## src/rtl/pipe_ctrl_pkg.sv

```systemverilog
// Shared types for the pipeline hazard controller: state encoding,
// the bundle of stage-register controls, and the bubble field values.
package pipe_ctrl_pkg;

  typedef enum logic [1:0] {
    ST_INIT  = 2'd0,
    ST_RUN   = 2'd1,
    ST_DWAIT = 2'd2
  } ctrl_state_e;

  // PC hold plus the hold/flush controls of the inter-stage registers.
  // MEM/WB has no hold; it can only be bubbled.
  typedef struct packed {
    logic pc_hold;
    logic ifid_hold;
    logic idex_hold;
    logic exmem_hold;
    logic ifid_flush;
    logic idex_flush;
    logic exmem_flush;
    logic memwb_flush;
  } hz_ctrl_t;

  // Fields a stage register loads when it is flushed.
  typedef struct packed {
    logic insthit;
    logic write_enable;
    logic mem_write;
    logic mem_read;
  } bubble_t;

  localparam bubble_t BUBBLE = '{insthit: 1'b0, write_enable: 1'b0,
                                 mem_write: 1'b0, mem_read: 1'b0};

  localparam hz_ctrl_t CTRL_NONE = '0;

  // A register that is held must keep its contents, so hold beats flush.
  function automatic hz_ctrl_t hold_wins(input hz_ctrl_t c);
    hz_ctrl_t r;
    r = c;
    r.ifid_flush  = c.ifid_flush  & ~c.ifid_hold;
    r.idex_flush  = c.idex_flush  & ~c.idex_hold;
    r.exmem_flush = c.exmem_flush & ~c.exmem_hold;
    return r;
  endfunction

endpackage

```

## src/rtl/pipe_hazard_ctrl_if.sv

```systemverilog
// Hazard inputs from the pipeline and stage-register controls back to it.
// master = the hazard controller, slave = the pipeline datapath.
interface pipe_hazard_ctrl_if;
  logic [4:0] id_rs1;
  logic [4:0] id_rs2;
  logic       id_use_rs1;
  logic       id_use_rs2;
  logic [4:0] ex_rd;
  logic       ex_memRead;
  logic       ex_redirect;
  logic       imem_busywait;
  logic       dmem_busywait;

  logic       pc_hold;
  logic       ifid_hold;
  logic       idex_hold;
  logic       exmem_hold;
  logic       ifid_flush;
  logic       idex_flush;
  logic       exmem_flush;
  logic       memwb_flush;

  modport master (
    input  id_rs1, id_rs2, id_use_rs1, id_use_rs2, ex_rd, ex_memRead,
           ex_redirect, imem_busywait, dmem_busywait,
    output pc_hold, ifid_hold, idex_hold, exmem_hold,
           ifid_flush, idex_flush, exmem_flush, memwb_flush
  );

  modport slave (
    output id_rs1, id_rs2, id_use_rs1, id_use_rs2, ex_rd, ex_memRead,
           ex_redirect, imem_busywait, dmem_busywait,
    input  pc_hold, ifid_hold, idex_hold, exmem_hold,
           ifid_flush, idex_flush, exmem_flush, memwb_flush
  );
endinterface

```

## src/rtl/sat_counter.sv

```systemverilog
// Up-counter that sticks at all-ones; clear takes priority over inc.
module sat_counter #(
  parameter int W = 16
) (
  input  logic         clock,
  input  logic         reset,
  input  logic         inc,
  input  logic         clear,
  output logic [W-1:0] count
);
  logic [W-1:0] count_q, count_d;

  // Next count: clear, else increment unless already saturated.
  always_comb begin
    count_d = count_q;
    if (clear)
      count_d = '0;
    else if (inc && (count_q != '1))
      count_d = count_q + W'(1);
  end

  // Count register with synchronous reset.
  always_ff @(posedge clock) begin
    if (reset) count_q <= '0;
    else       count_q <= count_d;
  end

  assign count = count_q;
endmodule

```

## src/rtl/pipe_hazard_ctrl.sv

```systemverilog
// Stall/flush controller for the 5-stage pipeline. Controls are Mealy
// outputs of the current state and hazard inputs; state, the INIT
// sequencer, the sticky timeout and the counters are registered.
module pipe_hazard_ctrl
  import pipe_ctrl_pkg::*;
#(
  parameter int INIT_CYCLES  = 4,
  parameter int DMEM_TIMEOUT = 64,
  parameter int CNT_W        = 16
) (
  input  logic               clock,
  input  logic               reset,
  pipe_hazard_ctrl_if.master hz,
  output logic [CNT_W-1:0]   stall_cnt,
  output logic [CNT_W-1:0]   flush_cnt,
  output logic               dmem_timeout,
  output logic [1:0]         ctrl_state
);
  localparam int INIT_W = (INIT_CYCLES > 1) ? $clog2(INIT_CYCLES) : 1;
  localparam int TO_W   = $clog2(DMEM_TIMEOUT + 1);

  ctrl_state_e       state_q, state_d, cur_state;
  logic [INIT_W-1:0] init_cnt_q, init_cnt_d;
  logic              timeout_q, timeout_d;
  logic [TO_W-1:0]   busy_cnt;
  hz_ctrl_t          ctrl_raw, ctrl;
  logic              in_init, load_use, timeout_hit;

  // Reset forces the INIT view immediately, before the reset edge lands.
  assign cur_state = reset ? ST_INIT : state_q;
  assign in_init   = (cur_state == ST_INIT);

  assign load_use = hz.ex_memRead && (hz.ex_rd != 5'd0) &&
                    ((hz.id_use_rs1 && (hz.id_rs1 == hz.ex_rd)) ||
                     (hz.id_use_rs2 && (hz.id_rs2 == hz.ex_rd)));

  // Priority decode of the stage controls; DWAIT decodes like RUN.
  always_comb begin
    ctrl_raw = CTRL_NONE;
    if (in_init) begin
      ctrl_raw.pc_hold     = 1'b1;
      ctrl_raw.ifid_flush  = 1'b1;
      ctrl_raw.idex_flush  = 1'b1;
      ctrl_raw.exmem_flush = 1'b1;
      ctrl_raw.memwb_flush = 1'b1;
    end else if (hz.dmem_busywait) begin
      ctrl_raw.pc_hold     = 1'b1;
      ctrl_raw.ifid_hold   = 1'b1;
      ctrl_raw.idex_hold   = 1'b1;
      ctrl_raw.exmem_hold  = 1'b1;
      ctrl_raw.memwb_flush = 1'b1;
    end else if (hz.ex_redirect) begin
      ctrl_raw.ifid_flush  = 1'b1;
      ctrl_raw.idex_flush  = 1'b1;
    end else if (load_use) begin
      ctrl_raw.pc_hold     = 1'b1;
      ctrl_raw.ifid_hold   = 1'b1;
      ctrl_raw.idex_flush  = 1'b1;
    end else if (hz.imem_busywait) begin
      ctrl_raw.pc_hold     = 1'b1;
      ctrl_raw.ifid_flush  = 1'b1;
    end
  end

  assign ctrl = hold_wins(ctrl_raw);

  assign hz.pc_hold     = ctrl.pc_hold;
  assign hz.ifid_hold   = ctrl.ifid_hold;
  assign hz.idex_hold   = ctrl.idex_hold;
  assign hz.exmem_hold  = ctrl.exmem_hold;
  assign hz.ifid_flush  = ctrl.ifid_flush;
  assign hz.idex_flush  = ctrl.idex_flush;
  assign hz.exmem_flush = ctrl.exmem_flush;
  assign hz.memwb_flush = ctrl.memwb_flush;

  // Consecutive D-memory busy cycles; restarts whenever busywait drops.
  sat_counter #(.W(TO_W)) u_busy_cnt (
    .clock (clock),
    .reset (reset),
    .inc   (!in_init && hz.dmem_busywait),
    .clear (in_init || !hz.dmem_busywait),
    .count (busy_cnt)
  );

  // The DMEM_TIMEOUT-th busy cycle raises the flag in that same cycle.
  assign timeout_hit  = !in_init && hz.dmem_busywait &&
                        (busy_cnt == TO_W'(DMEM_TIMEOUT - 1));
  assign dmem_timeout = !reset && (timeout_q || timeout_hit);

  // Next state: INIT walks one cycle per stage register, then RUN/DWAIT
  // simply track dmem_busywait.
  always_comb begin
    state_d    = state_q;
    init_cnt_d = init_cnt_q;
    timeout_d  = timeout_q || timeout_hit;
    case (state_q)
      ST_INIT: begin
        if (init_cnt_q == INIT_W'(INIT_CYCLES - 1))
          state_d = ST_RUN;
        else
          init_cnt_d = init_cnt_q + INIT_W'(1);
      end
      default: state_d = hz.dmem_busywait ? ST_DWAIT : ST_RUN;
    endcase
  end

  // State registers; reset re-enters INIT regardless of inputs.
  always_ff @(posedge clock) begin
    if (reset) begin
      state_q    <= ST_INIT;
      init_cnt_q <= '0;
      timeout_q  <= 1'b0;
    end else begin
      state_q    <= state_d;
      init_cnt_q <= init_cnt_d;
      timeout_q  <= timeout_d;
    end
  end

  sat_counter #(.W(CNT_W)) u_stall_cnt (
    .clock (clock),
    .reset (reset),
    .inc   (!in_init && ctrl.pc_hold),
    .clear (1'b0),
    .count (stall_cnt)
  );

  // A redirect is accepted only when a D-memory stall does not override it.
  sat_counter #(.W(CNT_W)) u_flush_cnt (
    .clock (clock),
    .reset (reset),
    .inc   (!in_init && !hz.dmem_busywait && hz.ex_redirect),
    .clear (1'b0),
    .count (flush_cnt)
  );

  assign ctrl_state = cur_state;
endmodule

```

## src/flat_wrapper.sv

```systemverilog
// flat-port wrapper written by rule: the top's interface ports become plain ports
module pipe_hazard_ctrl_flat import pipe_ctrl_pkg::*;
#(
  parameter int INIT_CYCLES  = 4,
  parameter int DMEM_TIMEOUT = 64,
  parameter int CNT_W        = 16
)
  (clock, reset, stall_cnt, flush_cnt, dmem_timeout, ctrl_state, hz_id_rs1, hz_id_rs2, hz_id_use_rs1, hz_id_use_rs2, hz_ex_rd, hz_ex_memRead, hz_ex_redirect, hz_imem_busywait, hz_dmem_busywait, hz_pc_hold, hz_ifid_hold, hz_idex_hold, hz_exmem_hold, hz_ifid_flush, hz_idex_flush, hz_exmem_flush, hz_memwb_flush);
  pipe_hazard_ctrl_if hz_i ();
  input  logic clock;
  input  logic reset;
  output logic [CNT_W-1:0] stall_cnt;
  output logic [CNT_W-1:0] flush_cnt;
  output logic dmem_timeout;
  output logic [1:0] ctrl_state;
  input wire logic [$bits(hz_i.id_rs1)-1:0] hz_id_rs1;
  input wire logic [$bits(hz_i.id_rs2)-1:0] hz_id_rs2;
  input wire logic [$bits(hz_i.id_use_rs1)-1:0] hz_id_use_rs1;
  input wire logic [$bits(hz_i.id_use_rs2)-1:0] hz_id_use_rs2;
  input wire logic [$bits(hz_i.ex_rd)-1:0] hz_ex_rd;
  input wire logic [$bits(hz_i.ex_memRead)-1:0] hz_ex_memRead;
  input wire logic [$bits(hz_i.ex_redirect)-1:0] hz_ex_redirect;
  input wire logic [$bits(hz_i.imem_busywait)-1:0] hz_imem_busywait;
  input wire logic [$bits(hz_i.dmem_busywait)-1:0] hz_dmem_busywait;
  output wire logic [$bits(hz_i.pc_hold)-1:0] hz_pc_hold;
  output wire logic [$bits(hz_i.ifid_hold)-1:0] hz_ifid_hold;
  output wire logic [$bits(hz_i.idex_hold)-1:0] hz_idex_hold;
  output wire logic [$bits(hz_i.exmem_hold)-1:0] hz_exmem_hold;
  output wire logic [$bits(hz_i.ifid_flush)-1:0] hz_ifid_flush;
  output wire logic [$bits(hz_i.idex_flush)-1:0] hz_idex_flush;
  output wire logic [$bits(hz_i.exmem_flush)-1:0] hz_exmem_flush;
  output wire logic [$bits(hz_i.memwb_flush)-1:0] hz_memwb_flush;
  assign hz_i.id_rs1 = hz_id_rs1;
  assign hz_i.id_rs2 = hz_id_rs2;
  assign hz_i.id_use_rs1 = hz_id_use_rs1;
  assign hz_i.id_use_rs2 = hz_id_use_rs2;
  assign hz_i.ex_rd = hz_ex_rd;
  assign hz_i.ex_memRead = hz_ex_memRead;
  assign hz_i.ex_redirect = hz_ex_redirect;
  assign hz_i.imem_busywait = hz_imem_busywait;
  assign hz_i.dmem_busywait = hz_dmem_busywait;
  assign hz_pc_hold = hz_i.pc_hold;
  assign hz_ifid_hold = hz_i.ifid_hold;
  assign hz_idex_hold = hz_i.idex_hold;
  assign hz_exmem_hold = hz_i.exmem_hold;
  assign hz_ifid_flush = hz_i.ifid_flush;
  assign hz_idex_flush = hz_i.idex_flush;
  assign hz_exmem_flush = hz_i.exmem_flush;
  assign hz_memwb_flush = hz_i.memwb_flush;
  pipe_hazard_ctrl #(.INIT_CYCLES(INIT_CYCLES), .DMEM_TIMEOUT(DMEM_TIMEOUT), .CNT_W(CNT_W)) u_core (.clock(clock), .reset(reset), .hz(hz_i), .stall_cnt(stall_cnt), .flush_cnt(flush_cnt), .dmem_timeout(dmem_timeout), .ctrl_state(ctrl_state));
endmodule
```

## config.mk

```make
export PLATFORM = sky130hd
export DESIGN_NAME = pipe_hazard_ctrl_flat
export DESIGN_NICKNAME = d
export VERILOG_FILES = /design/src/rtl/pipe_ctrl_pkg.sv /design/src/rtl/pipe_hazard_ctrl_if.sv /design/src/rtl/sat_counter.sv /design/src/rtl/pipe_hazard_ctrl.sv /design/src/flat_wrapper.sv
export SDC_FILE = /design/constraint.sdc
export NUM_CORES = 1
export LEC_CHECK = 0
export BUFFER_PORTS_ARGS = -buffer_cell sky130_fd_sc_hd__buf_4
export CORE_MARGIN = 4
export CORE_UTILIZATION = 53
export CTS_CLUSTER_SIZE = 40
export DETAILED_ROUTE_END_ITERATION = 8
export PLACE_DENSITY = 0.8
export SLEW_MARGIN = 40
export SYNTH_ARGS = -nofsm -noshare
export SYNTH_HDL_FRONTEND = slang
export SYNTH_HIERARCHICAL = 1
export SYNTH_SLANG_ARGS = --single-unit
```

## constraint.sdc

```tcl
create_clock -name clock -period 2.8 [get_ports clock]
set_input_delay 0.28 -clock clock [delete_from_list [all_inputs] [get_ports clock]]
set_output_delay 0.28 -clock clock [all_outputs]
set_load 0.1 [all_outputs]
```

# Yosys cells after proc, flatten, opt, wreduce, memory -nomap -nowiden

Cells that the tools add are included.

Logic and storage cells: 68
Register bits: 44
Input port bits: 23

Muxes and demuxes: 19
Bitwise logic cells: 7
Equality and inequality tests: 8
Add/sub/neg operators: 4
Reduce and logical (&&, ||, !) cells: 24

Operators by type and width:

| cell                                                                     | count |
|---|---|
| 16-bit by 1-bit adder with 16-bit output (second input constant)         | 2 |
| 16-bit inequality test (second input constant)                           | 2 |
| 2-bit 2-to-1 mux                                                         | 10 |
| 1-bit logical AND                                                        | 13 |
| 5-bit equality test                                                      | 2 |
| 1-bit 2-to-1 mux                                                         | 8 |
| 7-bit by 1-bit adder with 7-bit output (second input constant)           | 1 |
| 7-bit by 6-bit equality test with 1-bit output (second input constant)   | 1 |
| 7-bit inequality test (second input constant)                            | 1 |
| 5-bit nonzero test                                                       | 1 |
| 2-bit zero test                                                          | 2 |
| 1-bit inverter                                                           | 4 |
| 1-bit bitwise AND                                                        | 3 |
| 1-bit zero test                                                          | 3 |
| 1-bit logical OR                                                         | 3 |
| 3-bit 2-to-1 mux                                                         | 1 |
| 2-bit by 1-bit adder with 2-bit output (second input constant)           | 1 |
| 2-bit equality test (second input constant)                              | 1 |
| 2-bit by 1-bit inequality test with 1-bit output (second input constant) | 1 |
| 2-bit AND reduction                                                      | 1 |
| 2-bit OR reduction                                                       | 1 |

# Longest topological paths before layout

Gate-level depths: netlist (run 1).

Word-level depth: 10
Mapped depth: 10

# Modules after synthesis

The synthesis (run 1) kept the hierarchy.

Modules (own cells, without submodules):

| module                                | times used | area each (um2) | seq. area each (um2) | cells each |
|---|---|---|---|---|
| sat_counter at u_core.u_flush_cnt ... | 2          | 917.1           | 320.3                | 102 |
| pipe_hazard_ctrl                      | 1          | 442.9           | 100.1                | 59 |
| sat_counter at u_core.u_busy_cnt      | 1          | 341.6           | 140.1                | 36 |

# Worst setup path after synthesis (run 1)

OpenSTA, ideal clock, no wires.

Path type: in2out
Start: input reset
End: output dmem_timeout
Stages: 4
Setup slack: -0.597 ns
Buffers on the path: 1
Data arrival time: 3.117 ns
Cells stage by stage: buf_2 > nor2_1 > nand2_1 > o32ai_1

Word-level cells in the longest chain between the ends: 7
Elaborated cells on any way between the ends: 8

Ends and longest elaborated chain:

| item                           | RTL line               | text |
|---|---|---|
| from (decl)                    | flat_wrapper.sv:11     | `input logic reset;` |
| 2-bit 2-to-1 mux               | pipe_hazard_ctrl.sv:30 | `assign cur_state = reset ? ST_INIT : state_q;` |
| 2-bit zero test                | pipe_hazard_ctrl.sv:31 | `assign in_init = (cur_state == ST_INIT);` |
| 1-bit zero test                | pipe_hazard_ctrl.sv:86 | `assign timeout_hit = !in_init && hz.dmem_busywait &&` |
| 1-bit logical AND (2 in a row) | pipe_hazard_ctrl.sv:86 |  |
| 1-bit logical OR               | pipe_hazard_ctrl.sv:88 | `assign dmem_timeout = !reset && (timeout_q \|\| timeout_hit);` |
| 1-bit logical AND *            | pipe_hazard_ctrl.sv:88 |  |
| to (decl)                      | flat_wrapper.sv:14     | `output logic dmem_timeout;` |

Every way passes the cells marked *; elsewhere a longest branch is shown, timed or not.

# Worst setup path in the final report (run 1)

Start: register u_core.state_q[1]
End: register u_core.u_flush_cnt.count_q[9], in the netlist u_core/u_flush_cnt/count[9]

Word-level cells in the longest chain between the ends: 6

Ends and longest elaborated chain:

| item                           | RTL line                | text |
|---|---|---|
| from (decl)                    | pipe_hazard_ctrl.sv:22  | `ctrl_state_e state_q, state_d, cur_state;` |
| from (signal assigned)         | pipe_hazard_ctrl.sv:114 | `state_q <= state_d;` |
| 2-bit 2-to-1 mux               | pipe_hazard_ctrl.sv:30  |  |
| 2-bit zero test                | pipe_hazard_ctrl.sv:31  |  |
| 1-bit zero test                | pipe_hazard_ctrl.sv:132 | `.inc (!in_init && !hz.dmem_busywait && hz.ex_redirect),` |
| 1-bit logical AND (2 in a row) | pipe_hazard_ctrl.sv:132 |  |
| 1-bit logical AND              | sat_counter.sv:18       | `else if (inc && (count_q != '1))` |
| to (signal assigned)           | sat_counter.sv:25       | `else count_q <= count_d;` |
| to (decl)                      | sat_counter.sv:11       | `logic [W-1:0] count_q, count_d;` |

Every way passes these cells.
A chain may end at the register's enable or synchronous reset.

==> results of run 1 <==
[cells by family after synthesis]
group,synth area share (%)
fa+ha+maj,1.91
compound gates,20.4
xor+xnor,3.68
other cells,0.143
flops,33.6
simple gates,29.8
buf+inv,4.73
mux,5.73
[worst min-delay path: stages]
cell,delay [ps]
buf_4,90
nor2b_1,120
nor3_1,50
[flip-flops by register name, summed over array words and instances (netlist names)]
register,cells
u_core/timeout_q,1
u_core/init_cnt_q,2
u_core/u_busy_cnt/count,7
u_core/u_flush_cnt/count,16
u_core/u_stall_cnt/count,16
u_core/state_q,2
[final cells by class]
type                       instances  share of cell area (%)
sequential                        44                    27.2
inverter                           7                   0.810
tap                               67                    2.58
clock buffer                       7                    2.66
timing repair buffer              65                    15.0
multi-input combinational        249                    51.5
clock inverter                     1                   0.231
[final timing paths]
kind / cells after the start / from / slack, ps / to
worst max register to register: 9 / u_core/state_q[1]$_SDFFE_PP0N_ / 610 / u_core/u_flush_cnt/count[9]$_SDFFE_PP0P_
worst max-delay path: 9 / u_core/state_q[1]$_SDFFE_PP0N_ / 610 / u_core/u_flush_cnt/count[9]$_SDFFE_PP0P_
worst min register to register: 2 / u_core/timeout_q$_SDFF_PP0_ / 500 / u_core/timeout_q$_SDFF_PP0_
worst min-delay path: 3 / hz_dmem_busywait / 290 / u_core/state_q[0]$_SDFFE_PP0N_
[routing by layer]
layer	vias to the layer above	track usage, %
met5	-	0
met4	0	5.59
met3	6	5.50
met2	68	33.8
met1	1130	23.6
li1	1269	-
[cell usage in the layout (no fill, tap or decap), types with 3 or more instances in the layout]
cell      Yosys  layout
nand4_1       8       8
o21ai_0      12      10
a2111o_1      4       4
buf_4         3      65
a31oi_1       9       9
and2_2        4       4
ha_1          4       4
nor2_1       11      11
dfxtp_1      44      44
or3_2         7       7
inv_1         7       7
nor3_1        8       8
nand2_1      35      35
clkbuf_8      0       6
and3_1        6       6
nand3_1      13      13
nor2b_1       3       3
a21oi_1      15      15
or3_1         9       9
o21ai_1       6       8
conb_1        1      14
and2_1        5       5
a211oi_1      7       7
xnor2_1      11      11
mux2i_1      15      15
and3_4        6       6
[power by group through the flow]
stage          logic (mW)  registers (mW)  clock network, mW
6_report            0.314           0.656              0.413
5_1_grt             0.343           0.658              0.450
4_1_cts             0.315           0.656              0.426
3_5_place_dp        0.313           0.671                  0
3_3_place_gp        0.309           0.670                  0
2_1_floorplan       0.234           0.674                  0
[synthesized netlist by cell type, types with 3 or more instances]
library cell / number / area share (%)
a2111o_1: 4 / 1.7
a211oi_1: 7 / 2.0
a21oi_1: 15 / 2.9
a31oi_1: 9 / 2.1
and2_1: 5 / 1.2
and2_2: 4 / 1.1
and3_1: 6 / 1.4
and3_4: 6 / 2.6
buf_4: 3 / 0.86
buf_6: 4 / 1.7
dfxtp_1: 44 / 34
ha_1: 4 / 1.9
inv_1: 7 / 1.0
mux2i_1: 15 / 5.7
nand2_1: 35 / 5.0
nand3_1: 13 / 2.5
nand4_1: 8 / 1.9
nor2_1: 11 / 1.6
nor2b_1: 3 / 0.72
nor3_1: 8 / 1.5
o21ai_0: 12 / 2.3
o21ai_1: 6 / 1.1
or3_1: 9 / 2.1
or3_2: 7 / 2.0
xnor2_1: 11 / 3.7
[through the flow]
stage	util [%]	setup slack [ps]	std cells
2_1_floorplan	-	285	312
3_3_place_gp	66.2	457	432
3_5_place_dp	66.2	414	432
4_1_cts	68.2	623	440
5_1_grt	68.2	333	440
6_report	68.2	612	440
==> flow_summary.toml, run 1 <==
[outcome]
outcome = "complete, no violations"

[final_layout]
multi_input_area_um2 = 1670
drive_gt1_share_pct = 27.9
area_delta_synth_final_pct = 23.8
design_area_um2 = 3240
seqCellArea_um2 = 881
num-fill-cells = 406
num_antenna_cells = 0
nNetsFinal = 399

[power_and_ir_drop]
p_sw_uw = 438
p_leak_nw = 1.26
totalPowerFinal_mw = 1.38
power.density_nw_per_um2 = 426
intPower_uw = 945
p_comb_share_pct = 22.7
swShare_pct = 31.7
power.ir.vdd_worst_v = 0.000374
p_clk_share_pct = 29.8
seqPwrFrac_pct = 47.4

[setup_path]
arrival_ps = 2420
start_kind = "register"
critPathBufInv = 1
crit_path_max_incr_delay_ps = 370
path_delay_family = "simple AND/OR/NAND/NOR gates"
worstSetupPathType = "register to register"
required_ps = 3030
worstSetupEndpointType = "register"
cp_max_fo = 6
cpMaxStageDelayCell = "dfxtp_1"
path_cells = "nor2_1 > nor2_1 > inv_1 > nor2_1 > and2_1 > and3_1 > nand3_1 > a211oi_1 > mux2i_1"
cp_common_cell = "nor2_1"

[synthesis]
synth_cell_types = 53
yosys_warnings = 6
async_flop_share_pct = 0
ys_ff_latch = 44
netlist_area_um2 = 2620
syn_inst = 299
avgSynthCellArea_um2 = 8.76
yosysSeqAreaShare_pct = 33.6
synth-edff-count = 0
synth_ff_type = "dfxtp_1"

[cts]
root_buffer = "clkbuf_8"
cts_made_buffers = 5
holdBufCountCts = 0
max-clock-path-buffers = 2
cts_setup_buffers = 0
clk_pin_slew_ps = 90
htreeDepth = 2
clkSinkCount = 44
cts_tree = "done"
insertion_delay_ps = 290
post_cts_resized = 0

[timing]
final.min_clock_period_ps = 2190
hold_ws_ps = 293
slew_headroom_pct = 50.3
grt_setup_unrepaired = "false"
skew_ps = 8.09
setup_viol = 0
fin_setup_tns_ps = 0
timing.final.crit_share_pct = 78.1
final_hold_viol_count = 0
tightest_slew_ps = 742
slew_viol_final = 0
clock.fmax_mhz = 457

[die]
dieArea_um2 = 6130
top_level_ports = 66
start_util_pct = 55.1
die_w_um = 78.3
rows = 25
core_area_um2 = 4750
die_h_um = 78.3

[route]
dr_wl_met2_um = 2820
top_layer_used = "met4"
drc = 0
vias_per_cell = 5.62
drt-pass1-iter-count = 4
vias = 2473
avgRoutedWirePerCell_um = 13.3
detail-route-antenna-nets = 0
dr_wl_met3_um = 355
drtIter0Drc = 118
wl_met1_um = 2630
routed_wl_um = 5860

[placed_design]
place_congestion = 0.885
dpl.hpwl_um = 4480
port_buffers = 65
dpl_cell_area_um2 = 3150

[global_routing]
antenna_found_initial = 0
grt_pass1_vias = 2280
grt_pass1_wl_um = 9930
overflow = 0
grtUsageTotal_pct = 19.5
grt_start_max_net_pins = 27

[worst_hold_path]
hold_path_class = "input port to register"

[run]
max-cap-violations = 0
Note: power is estimated with default switching activity, not from simulation.
==> run 2: changes to the inputs <==
--- a/config.mk
+++ b/config.mk
@@ -7,10 +7,10 @@
 export LEC_CHECK = 0
 export BUFFER_PORTS_ARGS = -buffer_cell sky130_fd_sc_hd__buf_4
 export CORE_MARGIN = 4
-export CORE_UTILIZATION = 53
+export CORE_UTILIZATION = 48
 export CTS_CLUSTER_SIZE = 40
 export DETAILED_ROUTE_END_ITERATION = 8
-export PLACE_DENSITY = 0.8
+export PLACE_DENSITY = 0.76
 export SLEW_MARGIN = 40
 export SYNTH_ARGS = -nofsm -noshare
 export SYNTH_HDL_FRONTEND = slang
==> constraint.sdc (replaced) <==
create_clock -name clock -period 2 [get_ports clock]
set_input_delay 0.2 -clock clock [delete_from_list [all_inputs] [get_ports clock]]
set_output_delay 0.2 -clock clock [all_outputs]
set_load 0.1 [all_outputs]
==> flow_summary.toml, run 2 (synthesized netlist as in run 1, its figures left out) <==
[final_layout]
area_delta_synth_final_pct = 34.4
nNetsFinal = 413
final_common_cell = "buf_4"
num-fill-cells = 432
final_cell_mix = "buf_4, nand2_1, dfxtp_1"
num_antenna_cells = 0
seqCellArea_um2 = 896
multi_input_area_um2 = 1790
drive_gt1_share_pct = 39.0

[die]
top_level_ports = 66
rows = 26
core_area_um2 = 5200
dieArea_um2 = 6700
die_w_um = 81.9
die_h_um = 81.9
start_util_pct = 50.3

[global_routing]
grtUsageTotal_pct = 19.9
grt_pass1_vias = 2418
grt_start_max_net_pins = 16
antenna_found_initial = 0
overflow = 0
grt_pass1_wl_um = 10600

[setup_path]
worstSetupEndpointType = "primary output"
cp_max_fo = 3
required_ps = 1800
worstSetupPathType = "register to primary output"
start_kind = "register"
arrival_ps = 1710
reg2reg_slack_ps = 110

[power_and_ir_drop]
totalPowerFinal_mw = 2.10
p_leak_nw = 1.35
power.ir.vdd_worst_v = 0.000448
power.density_nw_per_um2 = 597

[placed_design]
port_buffers = 65
place_congestion = 0.794
pre_cts_ws_ps = -246
dpl.hpwl_um = 4870

[route]
drt-pass1-iter-count = 4
routed_wl_um = 6390
vias_per_cell = 5.63
dr_wl_met3_um = 431
wl_met1_um = 2860
drc = 0
drtIter0Drc = 106
top_layer_used = "met4"
dr_wl_met2_um = 3040
vias = 2573
detail-route-antenna-nets = 0
avgRoutedWirePerCell_um = 14.0

[cts]
insertion_delay_ps = 300
root_buffer = "clkbuf_8"
cts_tree = "done"
holdBufCountCts = 0
max-clock-path-buffers = 2
clk_pin_slew_ps = 80
cts_made_buffers = 5
cts_setup_buffers = 0
clkSinkCount = 44
htreeDepth = 2

[timing]
final_hold_viol_count = 0
final.min_clock_period_ps = 1910
clock.fmax_mhz = 525
slew_viol_final = 0
setup_viol = 0
fin_setup_tns_ps = 0
grt_setup_unrepaired = "true"
skew_ps = 9.42
fin_ws_ps = 94.4
hold_ws_ps = 230
timing.final.crit_share_pct = 95.3

[worst_hold_path]
hold_path_class = "input port to register"

[run]
max-cap-violations = 0

[outcome]
outcome = "complete, no violations"
[run 2: cell count changes in the layout (fill, tap and decap cells not counted), sizes merged]
cell,delta
buf,+14
bufinv,+1
clkinv,+1
inv,-2
clkbuf,-1
clkinvlp,+1
[run 2: what timing repair did]
| action | CTS | global route |
|---|---|---|
| pin swaps | 0 | 2 |
| endpoints found under the setup margin | 2 | 10 |
| gates resized for setup | 2 | 7 |
[run 2: final timing paths]
| kind | end | start | cells after the start |
|---|---|---|---|
| worst max-delay path | hz_ifid_flush | u_core/state_q[1]$_SDFFE_PP0N_ | 6 |
| worst min register to register | u_core/u_stall_cnt/count[3]$_SDFFE_PP0P_ | u_core/u_stall_cnt/count[3]$_SDFFE_PP0P_ | 2 |
| worst max register to register | u_core/u_stall_cnt/count[11]$_SDFFE_PP0P_ | u_core/state_q[1]$_SDFFE_PP0N_ | 7 |
| worst min-delay path | u_core/state_q[0]$_SDFFE_PP0N_ | hz_dmem_busywait | 3 |
[run 2: critical path: stages, from the launching register on]
cell     delay [ps]
dfxtp_4         370
nor2_4           50
or3_1           350
buf_4           160
o21ai_0         120
o21ba_2         170
buf_6           180
[run 2: area by class of cell]
| class | count | share of cell area, % |
|---|---|---|
| Sequential cell | 44 | 25.4 |
| Timing Repair Buffer | 79 | 17.2 |
| Clock inverter | 2 | 0.995 |
| Clock buffer | 6 | 2.06 |
| Multi-Input combinational cell | 249 | 50.9 |
| Inverter | 7 | 0.959 |
| Tap cell | 70 | 2.49 |
[run 2: per-stage QoR]
stage	util, %	area [um2]	instances
detailed placement	64.7	3370	449
global route	67.6	3520	457
floorplan	-	2790	312
finish	67.6	3520	457
CTS	66.9	3480	457
global placement	64.7	3370	449
[run 2: routing by layer]
layer,GRT usage (%),vias to the layer above
met2,33.4,79
met5,0,-
li1,-,1285
met3,5.04,4
met4,5.98,0
met1,24.9,1205
[run 2: where the power goes]
group	switching (mW)	total, mW	leakage [nW]	internal [mW]
Clock	0.317	0.688	0.0552	0.371
Combinational	0.320	0.491	0.932	0.172
Sequential	0.0205	0.922	0.360	0.902
Total	0.657	2.10	1.35	1.44
